[config.mk]
export PLATFORM = sky130hd
export DESIGN_NAME = instr_fetch_unit
export DESIGN_NICKNAME = d
export VERILOG_FILES = /design/src/rtl/riscv_pkg.sv /design/src/rtl/pc_next_mux.sv /design/src/rtl/instr_fetch_unit.sv
export SDC_FILE = /design/constraint.sdc
export NUM_CORES = 1
export LEC_CHECK = 0
export ABC_AREA = 1
export CAP_MARGIN = 10
export CORE_MARGIN = 2
export CORE_UTILIZATION = 45
export CTS_BUF_LIST = sky130_fd_sc_hd__clkbuf_8
export CTS_CLUSTER_DIAMETER = 40
export DETAILED_ROUTE_END_ITERATION = 10
export PLACE_DENSITY_LB_ADDON = 0.12
export SLEW_MARGIN = 20
export SYNTH_ARGS = -nofsm -noshare
export SYNTH_HDL_FRONTEND = slang
export SYNTH_SLANG_ARGS = --single-unit
[constraint.sdc]
create_clock -name clk -period 2.8 [get_ports clk]
set_clock_uncertainty 0.1 [all_clocks]
set_input_delay 0.56 -clock clk [delete_from_list [all_inputs] [get_ports clk]]
set_output_delay 0.56 -clock clk [all_outputs]
set_load 0.02 [all_outputs]
[src/rtl/riscv_pkg.sv]
// riscv_pkg: definitions shared across the RV32I core.
//   - Major opcode constants (instr[6:0])
//   - NOP_INSTR: canonical ADDI x0, x0, 0
//   - PC_SRC_* : next-PC select encodings driven by the control stage
//   - fetch_state_t: fetch-stage FSM state encoding
package riscv_pkg;

    localparam logic [6:0] OPC_LUI    = 7'b0110111;
    localparam logic [6:0] OPC_AUIPC  = 7'b0010111;
    localparam logic [6:0] OPC_JAL    = 7'b1101111;
    localparam logic [6:0] OPC_JALR   = 7'b1100111;
    localparam logic [6:0] OPC_BRANCH = 7'b1100011;
    localparam logic [6:0] OPC_LOAD   = 7'b0000011;
    localparam logic [6:0] OPC_STORE  = 7'b0100011;
    localparam logic [6:0] OPC_OP_IMM = 7'b0010011;
    localparam logic [6:0] OPC_OP     = 7'b0110011;

    localparam logic [31:0] NOP_INSTR = 32'h0000_0013;

    localparam logic [1:0] PC_SRC_SEQ    = 2'b00;
    localparam logic [1:0] PC_SRC_BRANCH = 2'b01;
    localparam logic [1:0] PC_SRC_JALR   = 2'b10;

    typedef enum logic [1:0] {
        ST_IDLE  = 2'b00,
        ST_FETCH = 2'b01,
        ST_WAIT  = 2'b10,
        ST_HOLD  = 2'b11
    } fetch_state_t;

endpackage

[src/rtl/pc_next_mux.sv]
// pc_next_mux: combinational next-PC selection for the fetch stage.
// Ports:
//   pc            in   current fetch PC
//   pc_src        in   select: seq / branch / jalr (reserved code behaves as seq)
//   branch_target in   PC+imm from datapath
//   jalr_target   in   ALU result for jalr (bit0 cleared here)
//   next_pc       out  selected PC with bits [1:0] forced to zero
//   misaligned    out  selected PC had nonzero bits [1:0] before forcing
module pc_next_mux
    import riscv_pkg::*;
#(
    parameter int XLEN = 32
) (
    input  logic [XLEN-1:0] pc,
    input  logic [1:0]      pc_src,
    input  logic [XLEN-1:0] branch_target,
    input  logic [XLEN-1:0] jalr_target,
    output logic [XLEN-1:0] next_pc,
    output logic            misaligned
);

    logic [XLEN-1:0] sel_pc;

    always_comb begin
        sel_pc = pc + XLEN'(4);
        case (pc_src)
            PC_SRC_BRANCH: sel_pc = branch_target;
            PC_SRC_JALR:   sel_pc = {jalr_target[XLEN-1:1], 1'b0};
            default:       sel_pc = pc + XLEN'(4);
        endcase
    end

    // Fetch addresses are always word-aligned; a bad target is flagged and
    // rounded down rather than fetched as-is.
    assign misaligned = |sel_pc[1:0];
    assign next_pc    = {sel_pc[XLEN-1:2], 2'b00};

endmodule

[src/rtl/instr_fetch_unit.sv]
// instr_fetch_unit: RV32I fetch stage. Owns the PC, issues one word request
// at a time to instruction memory and holds the fetched instruction stable
// for decode until instr_ready, then applies the next-PC selection.
// Ports:
//   clk, rst_n                     clock, synchronous active-low reset
//   imem_req, imem_addr            request to instruction memory
//   imem_gnt                       memory accepted the request
//   imem_rvalid, imem_rdata        read response
//   instr_valid, instr,
//   instr_pc, instr_pc_plus4       held instruction and its PCs
//   instr_ready                    decode done with current instruction
//   pc_src, branch_target,
//   jalr_target                    next-PC selection inputs (sampled with instr_ready)
//   pc_misaligned                  one-cycle pulse after a misaligned target
// Only XLEN = 32 is supported.
module instr_fetch_unit
    import riscv_pkg::*;
#(
    parameter logic [31:0] RESET_PC = 32'h0000_0000,
    parameter int          XLEN     = 32
) (
    input  logic            clk,
    input  logic            rst_n,
    output logic            imem_req,
    output logic [XLEN-1:0] imem_addr,
    input  logic            imem_gnt,
    input  logic            imem_rvalid,
    input  logic [XLEN-1:0] imem_rdata,
    output logic            instr_valid,
    output logic [XLEN-1:0] instr,
    output logic [XLEN-1:0] instr_pc,
    output logic [XLEN-1:0] instr_pc_plus4,
    input  logic            instr_ready,
    input  logic [1:0]      pc_src,
    input  logic [XLEN-1:0] branch_target,
    input  logic [XLEN-1:0] jalr_target,
    output logic            pc_misaligned
);

    fetch_state_t    state, state_next;
    logic [XLEN-1:0] pc;
    logic [XLEN-1:0] next_pc;
    logic            next_misaligned;
    logic            latch_instr;
    logic            advance_pc;

    pc_next_mux #(
        .XLEN (XLEN)
    ) u_pc_next_mux (
        .pc            (pc),
        .pc_src        (pc_src),
        .branch_target (branch_target),
        .jalr_target   (jalr_target),
        .next_pc       (next_pc),
        .misaligned    (next_misaligned)
    );

    always_comb begin
        state_next  = state;
        imem_req    = 1'b0;
        instr_valid = 1'b0;
        latch_instr = 1'b0;
        advance_pc  = 1'b0;
        case (state)
            ST_IDLE: state_next = ST_FETCH;
            ST_FETCH: begin
                imem_req = 1'b1;
                if (imem_gnt) state_next = ST_WAIT;
            end
            ST_WAIT: begin
                if (imem_rvalid) begin
                    latch_instr = 1'b1;
                    state_next  = ST_HOLD;
                end
            end
            ST_HOLD: begin
                instr_valid = 1'b1;
                if (instr_ready) begin
                    advance_pc = 1'b1;
                    state_next = ST_FETCH;
                end
            end
            default: state_next = ST_IDLE;
        endcase
    end

    always_ff @(posedge clk) begin
        if (!rst_n) begin
            state         <= ST_IDLE;
            pc            <= RESET_PC;
            instr         <= NOP_INSTR;
            instr_pc      <= RESET_PC;
            pc_misaligned <= 1'b0;
        end else begin
            state         <= state_next;
            pc_misaligned <= 1'b0;
            if (latch_instr) begin
                instr    <= imem_rdata;
                instr_pc <= pc;
            end
            if (advance_pc) begin
                pc            <= next_pc;
                pc_misaligned <= next_misaligned;
            end
        end
    end

    // pc only changes on leaving HOLD, so the address is naturally stable
    // for the whole request phase.
    assign imem_addr      = pc;
    assign instr_pc_plus4 = instr_pc + XLEN'(4);

endmodule

=== Word level (Yosys, flattened, before mapping) ===
Index checks and enable logic that the tools add are counted.

* Flip-flop bits (word level): 95
* Input port bits: 103
* Output and inout port bits: 131
* Logic and storage cells: 30

* Add/subtract/negate cells: 2
* Equality and inequality tests: 8
* Multiplexer cells: 11
* Reduce and logical (&&, ||, !) cells: 4

{| class="wikitable"
|+ Operator list
! kind !! number
|-
| adder 32 x 3 -> 32 bit, second input constant || 2
|-
| one-hot mux 32 bit (2 select lines) || 1
|-
| one-hot mux 2 bit (4 select lines) || 1
|-
| == test 2 bit, second input constant || 3
|-
| two-way mux 1 bit || 6
|-
| two-way mux 2 bit || 3
|-
| inequality test 2 bit, second input constant || 3
|-
| == test 2 x 1 -> 1 bit, second input constant || 2
|-
| AND reduction 3 bit || 1
|-
| zero test 2 bit || 1
|-
| AND reduction 2 bit || 1
|-
| OR reduction 2 bit || 1
|}

=== Longest topological paths before layout ===
* Depth after elaboration: 3
* Gate-level depth with buffers: 10
* Gate-level depth less buffers: 10

=== Cells and area by module ===
From an unflattened synthesis, not the netlist that was laid out.

* Cell total of the unflattened synthesis: 930
* Area total of the unflattened synthesis: 5,854.4 µm²

{| class="wikitable"
|+ Modules (own cells, without submodules)
! module !! instances !! cells an instance !! area an instance (µm²) !! seq. area each (µm²)
|-
| instr_fetch_unit || 1 || 609 || 4,267.8 || 1,981.9
|-
| pc_next_mux || 1 || 321 || 1,586.5 || 0.0
|}

=== Worst setup path after synthesis ===
No wires, ideal clock.

* Path type: reg2out
* Start: reg instr_pc[3]
* End: out instr_pc_plus4[22]
* Arrival time: 1,665 ps
* Data required time: 2,140 ps
* Slack: 475 ps
* Cell stages (with the launch flop): 10
* Path buffers: 0
* Path through: dfxtp_1 > ha_1 > nand2_1 > nor3_4 > nand2_2 > inv_2 > nand2_2 > nor2_4 > nand2_2 > xor2_1

* Word-level cells in the longest chain between the ends: 1

{| class="wikitable"
|+ RTL lines
! element !! line !! RTL
|-
| start: declaration || instr_fetch_unit.sv:31 || <nowiki>output logic [XLEN-1:0] instr_pc,</nowiki>
|-
| start signal: assignment || instr_fetch_unit.sv:99 || <nowiki>instr_pc <= pc;</nowiki>
|-
| adder 32 x 3 -> 32 bit || instr_fetch_unit.sv:111 || <nowiki>assign instr_pc_plus4 = instr_pc + XLEN'(4);</nowiki>
|-
| end: declaration || instr_fetch_unit.sv:32 || <nowiki>output logic [XLEN-1:0] instr_pc_plus4,</nowiki>
|}

No other way between the ends.

=== Worst setup path after layout ===
* Start: reg instr_pc[2]
* End: out instr_pc_plus4[14]

Same word-level chain as after synthesis.

==> impl_metrics.env <==
export IMPL_outcome="finished clean"
export IMPL_core_region_area_sq_um=12000
export IMPL_via_per_inst=5.13
export IMPL_track_usage=0.262
export IMPL_antennaDiodeCount=0
export IMPL_finalSetupViolations=0
export IMPL_die_h_um=114
export IMPL_post_route_period_util=0.963
export IMPL_rsz0062_at_grt="no"
export IMPL_hp_class="reg2reg"
export IMPL_ios=234
export IMPL_power_leakage_uw=0.00316
export IMPL_fp_dieArea_sq_um=13100
export IMPL_final_common_cell="clkdlybuf4s50_1"
export IMPL_instances_no_fill=1177
export IMPL_row_count=40
export IMPL_ys_ff_latch=95
export IMPL_syn_to_final_growth_pct=47.3
export IMPL_reg2reg_from="imem_addr[3]"
export IMPL_synthFlopType="dfxtp_1"
export IMPL_r2r_slack_ns=0.94
export IMPL_worstSetupStartpointType="register"
export IMPL_vdd_drop_max_v=0.000210
export IMPL_min_to="instr[1]"
export IMPL_vias=6042
export IMPL_arrival_ns=2.04
export IMPL_yosysSeqAreaShare=0.347
export IMPL_drt_iter0_drc=422
export IMPL_ys_warn_count=0
export IMPL_dpl_cell_count=1161
export IMPL_cts_max_path_buffers=2
export IMPL_drive_above_1_share=0.0825
export IMPL_drtPass1Iterations=7
export IMPL_n_fill_cell=1097
export IMPL_critPathRequiredTime_ns=2.14
export IMPL_netlist_area_sq_um=5480
export IMPL_wl_um=17100
export IMPL_hold_path_depth=2
export IMPL_fmax_mhz=371
export IMPL_netlist_top_cells_area="dfxtp_1, nand2_1, o21ai_0"
export IMPL_worstReg2RegEnd="imem_addr[14]"
export IMPL_rr_worst_depth=8
export IMPL_io_buffers=226
export IMPL_grt_overflow=0
export IMPL_slew_violations=0
export IMPL_syn_avg_cell_area_sq_um=6.75
export IMPL_first_global_vias=5537
export IMPL_clock_sinks=95
export IMPL_drc=0
export IMPL_path_class="reg2out"
export IMPL_yosys_area_top_type="dfxtp_1"
export IMPL_synthArstFlopShare=0
export IMPL_nNetsFinal=1135
export IMPL_layout_common_cells="clkdlybuf4s50_1, nand2_1, nor2_1"
export IMPL_antenna_found_initial=0
export IMPL_hold_violations=0
export IMPL_end_kind="output port"
export IMPL_root_buffer="clkbuf_8"
export IMPL_synth_edf_count=0
export IMPL_numCtsBuffers=9
export IMPL_wl_per_cell_um=14.6
export IMPL_hp_start="instr[1]"
export IMPL_crit_path_max_fanout=4
export IMPL_grt_start_max_net_pins=63
export IMPL_worstMarginPinSlew_ns=0.661
export IMPL_clk_pin_slew_ns=0.10
export IMPL_antenna_left=0
export IMPL_yosysTopAreaCellShare=0.347
export IMPL_dp_hpwl_um=13000
export IMPL_clk_insertion_delay_late_ns=0.36
export IMPL_synth_cell_types=39
export IMPL_die_x_um=114
export IMPL_slew_headroom=0.559
export IMPL_synthCells=811
export IMPL_powerDensity_nw_per_um2=575
export IMPL_cts_tree="done"
export IMPL_start_util=0.458
export IMPL_grt_pass1_wl_um=27600
export IMPL_finalCriticalPeriod_ns=2.70
export IMPL_drv_cap=0
export IMPL_gp_congestion=0.920
export IMPL_htreeDepth=3
export IMPL_tns_ns=0
registers in the layout, indices dropped and copies added, names as in the netlist:
name,flops
instr_pc,30
imem_addr,30
instr,32
pc_misaligned,1
state,2
worst max path at each step:
stage	cells after the start	slack [ns]	end	from
6_report	8	0.10	instr_pc_plus4[14]	instr_pc[2]
3_3_place_gp	9	0.13	instr_pc_plus4[20]	instr_pc[2]
3_5_place_dp	9	0.09	instr_pc_plus4[20]	instr_pc[2]
5_1_grt	10	0.001	instr_pc_plus4[30]	instr_pc[2]
2_1_floorplan	9	0.47	instr_pc_plus4[22]	instr_pc[3]
4_1_cts	6	0.007	instr_pc_plus4[11]	instr_pc[4]
cells in the mapped netlist, types with 7 or more instances:
master	n
a22o_1	23
inv_1	61
clkbuf_1	32
nand3_1	43
xor2_1	24
a21oi_1	78
xnor2_1	8
dfxtp_1	95
o21ai_0	93
nor2_4	9
buf_2	7
nor2_1	124
ha_1	7
nor3_1	17
nand2_2	9
nand2_1	136
nand4_1	7
cell families after synthesis:
group,share of synthesized area
compound gates,0.205
xor+xnor,0.0512
fa+ha+maj,0.0160
buf+inv,0.0825
flops,0.347
other cells,0.000685
simple gates,0.297
metrics by stage:
| stage | hold slack [ns] | power (uW) | setup slack [ns] | cell area, sq um | utilization |
|---|---|---|---|---|---|
| floorplan | 0.368 | 2810 | 0.475 | 5490 | - |
| global placement | 0.353 | 3770 | 0.131 | 7890 | 0.660 |
| detailed placement | 0.359 | 3800 | 0.0908 | 7890 | 0.660 |
| CTS | 0.384 | 4680 | 0.00654 | 8080 | 0.675 |
| global route | 0.406 | 4910 | 0.00119 | 8070 | 0.674 |
| finish | 0.378 | 4640 | 0.102 | 8070 | 0.674 |
area by class of cell:
cell class                 count  area, sq um  area share
inverter                      64          240      0.0298
timing repair buffer         245         2370       0.294
multi-input combinational    610         3170       0.393
sequential                    95         1910       0.236
tap                          147          184      0.0228
clock buffer                   9          124      0.0154
clock inverter                 7         72.6     0.00900
layer usage:
layer	global-route usage	vias up	part of all wire
li1	-	3091	-
met1	0.348	2667	0.44
met2	0.433	262	0.46
met3	0.0524	22	0.080
met4	0.0715	0	0.013
met5	0	-	0
power by group:
group,internal [uW],total [uW],switching [uW]
sequential,1580,1830,243
clock,413,912,499
combinational,877,1900,1030
critical path, cell delays in order, from the launching register on:
cell and delay (ns):
dfxtp_2 0.38, ha_1 0.18, nand2_1 0.11, inv_1 0.09, nand2_1 0.07, inv_1 0.13
nand3_1 0.15, xor2_1 0.21, dlygate4sd2_1 0.36
what timing repair did:
item                       4_1_cts  5_1_grt
hold buffers                     0        0
resized for setup               31       21
setup endpoints to repair       22       15
buffers inserted                 0        0
hold endpoints to repair         0        0
Power figures use the tool's default switching activity.
